[src/rtl/arb2_4_pkg.sv]
// Shared types and constants for the two-source nibble arbiter.
package arb2_4_pkg;

  // Arbiter grant states.
  typedef enum logic [1:0] {
    IDLE  = 2'd0,
    GNT_A = 2'd1,
    GNT_B = 2'd2
  } state_e;

  // Mux select encoding; also used to remember which source was served last.
  localparam logic SEL_A = 1'b0;
  localparam logic SEL_B = 1'b1;

  // Burst counter width; wide enough for MAX_BURST up to 15.
  localparam int BURST_W = 4;

endpackage

[src/rtl/mux2_4.sv]
// 4-bit two-input data mux: y = a when sel = 0, b when sel = 1.
module mux2_4 (
  input  logic       sel,
  input  logic [3:0] a,
  input  logic [3:0] b,
  output logic [3:0] y
);

  // Pure combinational selection.
  always_comb begin
    y = sel ? b : a;
  end

endmodule

[src/rtl/arb2_4.sv]
// Round-robin arbiter for two nibble sources with a bounded burst per grant,
// feeding a one-entry valid/ready output buffer through mux2_4.
//
// state | meaning
// IDLE  | no grant; choose a source when one or both request
// GNT_A | source A owns the datapath, s = 0
// GNT_B | source B owns the datapath, s = 1
module arb2_4
  import arb2_4_pkg::*;
#(
  parameter int MAX_BURST = 4
) (
  input  logic       clk,
  input  logic       reset,
  input  logic       reqA,
  input  logic [3:0] A,
  output logic       ackA,
  input  logic       reqB,
  input  logic [3:0] B,
  output logic       ackB,
  output logic       s,
  output logic [3:0] Out,
  output logic       valid_out,
  input  logic       ready_out
);

  localparam logic [BURST_W-1:0] BURST_LAST = BURST_W'(MAX_BURST - 1);

  state_e             state_q, state_d;
  logic               last_q, last_d;
  logic [BURST_W-1:0] burst_cnt_q, burst_cnt_d;
  logic [3:0]         out_q, out_d;
  logic               valid_q, valid_d;

  logic               slot_free;
  logic               burst_at_last;
  logic [3:0]         mux_y;

  mux2_4 u_mux (
    .sel (s),
    .a   (A),
    .b   (B),
    .y   (mux_y)
  );

  // Handshake and select decode from the current grant and buffer occupancy.
  always_comb begin
    slot_free     = !valid_q || ready_out;
    s             = (state_q == GNT_B) ? SEL_B : SEL_A;
    ackA          = (state_q == GNT_A) && reqA && slot_free;
    ackB          = (state_q == GNT_B) && reqB && slot_free;
    burst_at_last = (burst_cnt_q == BURST_LAST);
    Out           = out_q;
    valid_out     = valid_q;
  end

  // Next grant, burst count and output buffer contents.
  always_comb begin
    state_d     = state_q;
    last_d      = last_q;
    burst_cnt_d = burst_cnt_q;
    out_d       = out_q;
    valid_d     = valid_q;

    unique case (state_q)
      IDLE: begin
        burst_cnt_d = '0;
        if (reqA && reqB) begin
          state_d = (last_q == SEL_B) ? GNT_A : GNT_B;
        end else if (reqA) begin
          state_d = GNT_A;
        end else if (reqB) begin
          state_d = GNT_B;
        end
      end

      GNT_A: begin
        if (!reqA) begin
          state_d     = reqB ? GNT_B : IDLE;
          last_d      = SEL_A;
          burst_cnt_d = '0;
        end else if (ackA) begin
          if (reqB && burst_at_last) begin
            state_d     = GNT_B;
            last_d      = SEL_A;
            burst_cnt_d = '0;
          end else if (!burst_at_last) begin
            burst_cnt_d = burst_cnt_q + 4'd1;
          end
        end
      end

      GNT_B: begin
        if (!reqB) begin
          state_d     = reqA ? GNT_A : IDLE;
          last_d      = SEL_B;
          burst_cnt_d = '0;
        end else if (ackB) begin
          if (reqA && burst_at_last) begin
            state_d     = GNT_A;
            last_d      = SEL_B;
            burst_cnt_d = '0;
          end else if (!burst_at_last) begin
            burst_cnt_d = burst_cnt_q + 4'd1;
          end
        end
      end

      default: begin
        state_d     = IDLE;
        burst_cnt_d = '0;
      end
    endcase

    // A transfer refills the buffer even when the old entry drains this cycle.
    if (ackA || ackB) begin
      out_d   = mux_y;
      valid_d = 1'b1;
    end else if (ready_out) begin
      valid_d = 1'b0;
    end
  end

  // State and buffer registers with synchronous active-low reset.
  always_ff @(posedge clk) begin
    if (!reset) begin
      state_q     <= IDLE;
      last_q      <= SEL_B;
      burst_cnt_q <= '0;
      out_q       <= 4'h0;
      valid_q     <= 1'b0;
    end else begin
      state_q     <= state_d;
      last_q      <= last_d;
      burst_cnt_q <= burst_cnt_d;
      out_q       <= out_d;
      valid_q     <= valid_d;
    end
  end

endmodule
[config.mk]
export PLATFORM = sky130hd
export DESIGN_NAME = arb2_4
export DESIGN_NICKNAME = d
export VERILOG_FILES = /design/src/rtl/arb2_4_pkg.sv /design/src/rtl/mux2_4.sv /design/src/rtl/arb2_4.sv
export SDC_FILE = /design/constraint.sdc
export NUM_CORES = 1
export LEC_CHECK = 0
export BUFFER_PORTS_ARGS = -buffer_cell sky130_fd_sc_hd__clkbuf_2
export CAP_MARGIN = 20
export CELL_PAD_IN_SITES_DETAIL_PLACEMENT = 1
export CELL_PAD_IN_SITES_GLOBAL_PLACEMENT = 1
export CORE_ASPECT_RATIO = 0.7
export CORE_MARGIN = 3
export CORE_UTILIZATION = 25
export DETAILED_ROUTE_END_ITERATION = 6
export PLACE_DENSITY_LB_ADDON = 0.1
export SYNTH_ARGS = -nofsm -noshare
export SYNTH_HDL_FRONTEND = slang
export SYNTH_SLANG_ARGS = --single-unit
[constraint.sdc]
create_clock -name clk -period 3.19 [get_ports clk]
set_input_delay 0.1595 -clock clk [delete_from_list [all_inputs] [get_ports clk]]
set_output_delay 0.1595 -clock clk [all_outputs]
set_load 0.1 [all_outputs]
==> results.sh <==
export IMPL_power_density_nw_per_um2=1030
export IMPL_total_power_uw=934
export IMPL_core_rowCount=15
export IMPL_peakVddDrop_v=0.000457
export IMPL_die_w_um=71.3
export IMPL_synth_compound_area_share_pct=26.5
export IMPL_ys_dominant_reg_cell="dfxtp_1"
export IMPL_clock_root_buffer="clkbuf_8"
export IMPL_synth_cells=82
export IMPL_cp_arrival_ns=2.15
export IMPL_crit_type="reg2reg"
export IMPL_yosysTopAreaCell="dfxtp_1"
export IMPL_period_share_pct=62.9
export IMPL_via_per_inst=4.82
export IMPL_cts_hold_buf=0
export IMPL_initial_core_util_pct=28.2
export IMPL_slowest_stage="dfxtp_1"
export IMPL_layout_nets=121
export IMPL_finalCriticalPeriod_ns=2.01
export IMPL_max_cap_viol_count=0
export IMPL_vias=651
export IMPL_fillers=317
export IMPL_worstSetupEndpointType="flip-flop"
export IMPL_postSynthAreaPerCell_um2=9.09
export IMPL_synth_mux_area_share_pct=5.37
export IMPL_r2r_worst_path_cells=6
export IMPL_portBuffers=20
export IMPL_post_cts_buffers=0
export IMPL_r2r_start="state_q[0]"
export IMPL_p_leak_nw=0.437
export IMPL_status="finished clean"
export IMPL_fin_cells=135
export IMPL_synth_commonest_cells="dfxtp_1, nand2_1, ha_1, inv_1, nor2_1"
export IMPL_worstHoldPathCells=2
export IMPL_cts_sinks=12
export IMPL_yosysMostFrequentCell="dfxtp_1"
export IMPL_synth_cell_types=30
export IMPL_die_h_um=51.7
export IMPL_netlist_area_um2=746
export IMPL_drt_total_wl_mm=1.84
export IMPL_grt_pass1_vias=672
export IMPL_placedCellCount=132
export IMPL_grt_pass1_wl_mm=3.15
export IMPL_ys_ff_latch=12
export IMPL_relSlewSlack_pct=63.9
export IMPL_grt_max_degree=12
export IMPL_cp_cell_sequence="inv_1, ha_1, a22oi_4, a41oi_2, or2_1, o41ai_2"
export IMPL_hold_viol_final=0
export IMPL_ys_top_cells_by_area="dfxtp_1, ha_1, mux2i_1"
export IMPL_r2r_end="state_q[0]"
export IMPL_worstPathMaxFanout=10
export IMPL_cts_made_buffers=3
export IMPL_cts_max_path_buffers=2
export IMPL_grt_usage_pct=11.1
export IMPL_ys_seq_area_share_pct=32.2
export IMPL_max_stage_delay_ns=0.39
export IMPL_r2r_setup_slack_ns=1.18
export IMPL_grt_overflow=0
export IMPL_coreArea_um2=2650
export IMPL_rsz0062_at_grt="no"
export IMPL_drc=0
export IMPL_areaGrowthSynthToFinish_pct=21.6
export IMPL_drt_pass1_iter_count=4
export IMPL_n_antenna_cell=0
export IMPL_synth_edf_count=0
export IMPL_finalSetupTns_ns=0
export IMPL_post_route_cells_drive_above_1_share_pct=27.7
export IMPL_clk_latency_ns=0.24
export IMPL_min_to="last_q"
export IMPL_dieArea_um2=3680
export IMPL_start_kind="flip-flop"
export IMPL_clk_pin_slew_ns=0.05
export IMPL_async_reset_ff_share_pct=0
export IMPL_synth_xor_area_share_pct=2.35
export IMPL_dp_hpwl_mm=1.43
export IMPL_yosys_area_share_adder_pct=8.39
export IMPL_antenna_found_initial=0
export IMPL_yosys_warnings=0
export IMPL_hp_class="in2reg"
export IMPL_synthSimpleGateAreaFrac_pct=19.6
export IMPL_synthesis_nets=100
export IMPL_setup_viol=0
export IMPL_wl_per_cell_um=13.6
export IMPL_cts_resized=0
export IMPL_fmax_mhz=498
export IMPL_cts_tree="built"
export IMPL_io_pins=21
export IMPL_ctsHtreeMaxLevel=1
export IMPL_synth_top_area_share_pct=32.2
export IMPL_drtAntennaViolNets=0
export IMPL_hp_start="reset"
export IMPL_synth_top_family_by_area="compound AO/OA/AOI/OAI gates"
export IMPL_worst_clock_skew_ns=0.00101
export IMPL_gp_congestion=0.746
export IMPL_drt_initial_drc_count=5
export IMPL_worst_pin_slew_ns=0.543
export IMPL_drv_slew=0
export IMPL_critPathRequiredTime_ns=3.33
flip-flops by register name, summed over array words and instances, names as in the netlist:
register / cells
valid_out: 1
Out: 4
last_q: 1
burst_cnt_q: 4
state_q: 2
worst max path at each step:
stage                from    endpoint  cells past startpoint
4_1_cts        state_q[0]  state_q[0]                      6
2_1_floorplan   valid_out        ackA                      3
6_report       state_q[0]  state_q[0]                      6
5_1_grt        state_q[0]  state_q[0]                      6
3_5_place_dp   state_q[0]  state_q[0]                      6
3_3_place_gp   state_q[0]  state_q[0]                      6
cells in the final DEF, fill, tap and decap left out:
| cell | Yosys | layout |
|---|---|---|
| and3_1 | 2 | 2 |
| o41ai_1 | 1 | 1 |
| nor2b_1 | 2 | 2 |
| or2b_1 | 1 | 1 |
| o2111ai_1 | 2 | 2 |
| o41ai_2 | 1 | 1 |
| or3b_2 | 1 | 1 |
| and2b_1 | 1 | 1 |
| or2_1 | 1 | 1 |
| a22oi_4 | 1 | 1 |
| xor2_1 | 2 | 2 |
| o211ai_1 | 2 | 2 |
| ha_1 | 5 | 5 |
| dfxtp_1 | 12 | 12 |
| o211a_1 | 4 | 4 |
| clkbuf_8 | 0 | 3 |
| or4_1 | 1 | 1 |
| a21oi_1 | 4 | 4 |
| nor2_1 | 5 | 5 |
| clkbuf_2 | 0 | 20 |
| mux2i_1 | 4 | 4 |
| nand2b_1 | 3 | 3 |
| inv_1 | 5 | 5 |
| o311ai_0 | 1 | 1 |
| a41oi_2 | 1 | 1 |
| o21ai_0 | 4 | 4 |
| nor3b_2 | 1 | 1 |
| o22ai_1 | 1 | 1 |
| a21boi_0 | 1 | 1 |
| nand2_1 | 9 | 9 |
where the power goes:
part | internal, mW | switching [mW] | total [mW] | leakage, nW
clock network | 0.0831 | 0.0541 | 0.137 | 0.0216
logic | 0.143 | 0.433 | 0.576 | 0.318
registers | 0.191 | 0.0307 | 0.222 | 0.0980
total | 0.417 | 0.517 | 0.934 | 0.437
metal layers:
layer,up-vias,global-route usage (%),share of wire (%)
li1,332,-,-
met1,293,15.6,57
met2,24,15.1,36
met3,2,4.83,7.0
met4,0,2.81,0.43
met5,-,0,0
worst max-delay path: cells and delay by family, from the launching register on:
family,cells,cell delay (ns)
buffers and inverters,1,0.08
and+or+nand+nor,1,0.30
DFF,1,0.39
AOI/OAI and AO/OA,3,0.78
adders and majority gates,1,0.36
cells by family after synthesis:
group	Yosys count
muxes	4
AOI/OAI and AO/OA	23
adders and majority gates	5
and+or+nand+nor	27
DFF	12
buffers and inverters	9
xor gates and xnor gates	2
stage by stage:
stage	worst slack, ns	cell area [µm²]	hold WS [ns]	util [%]
floorplan	0.514	746	0.348	-
global placement	1.28	866	0.478	32.7
detailed placement	1.20	866	0.482	32.7
CTS	1.17	907	0.266	34.3
global route	1.07	907	0.290	34.3
finish	1.18	907	0.268	34.3
layout make-up:
cell class / count / area (µm²) / area share [%]
Tap cell: 34 / 42.5 / 4.69
Inverter: 5 / 18.8 / 2.07
Timing Repair Buffer: 20 / 100 / 11.0
Clock buffer: 3 / 41.3 / 4.55
Multi-Input combinational cell: 61 / 464 / 51.2
Sequential cell: 12 / 240 / 26.5
Note: power is estimated with default switching activity, not from simulation.
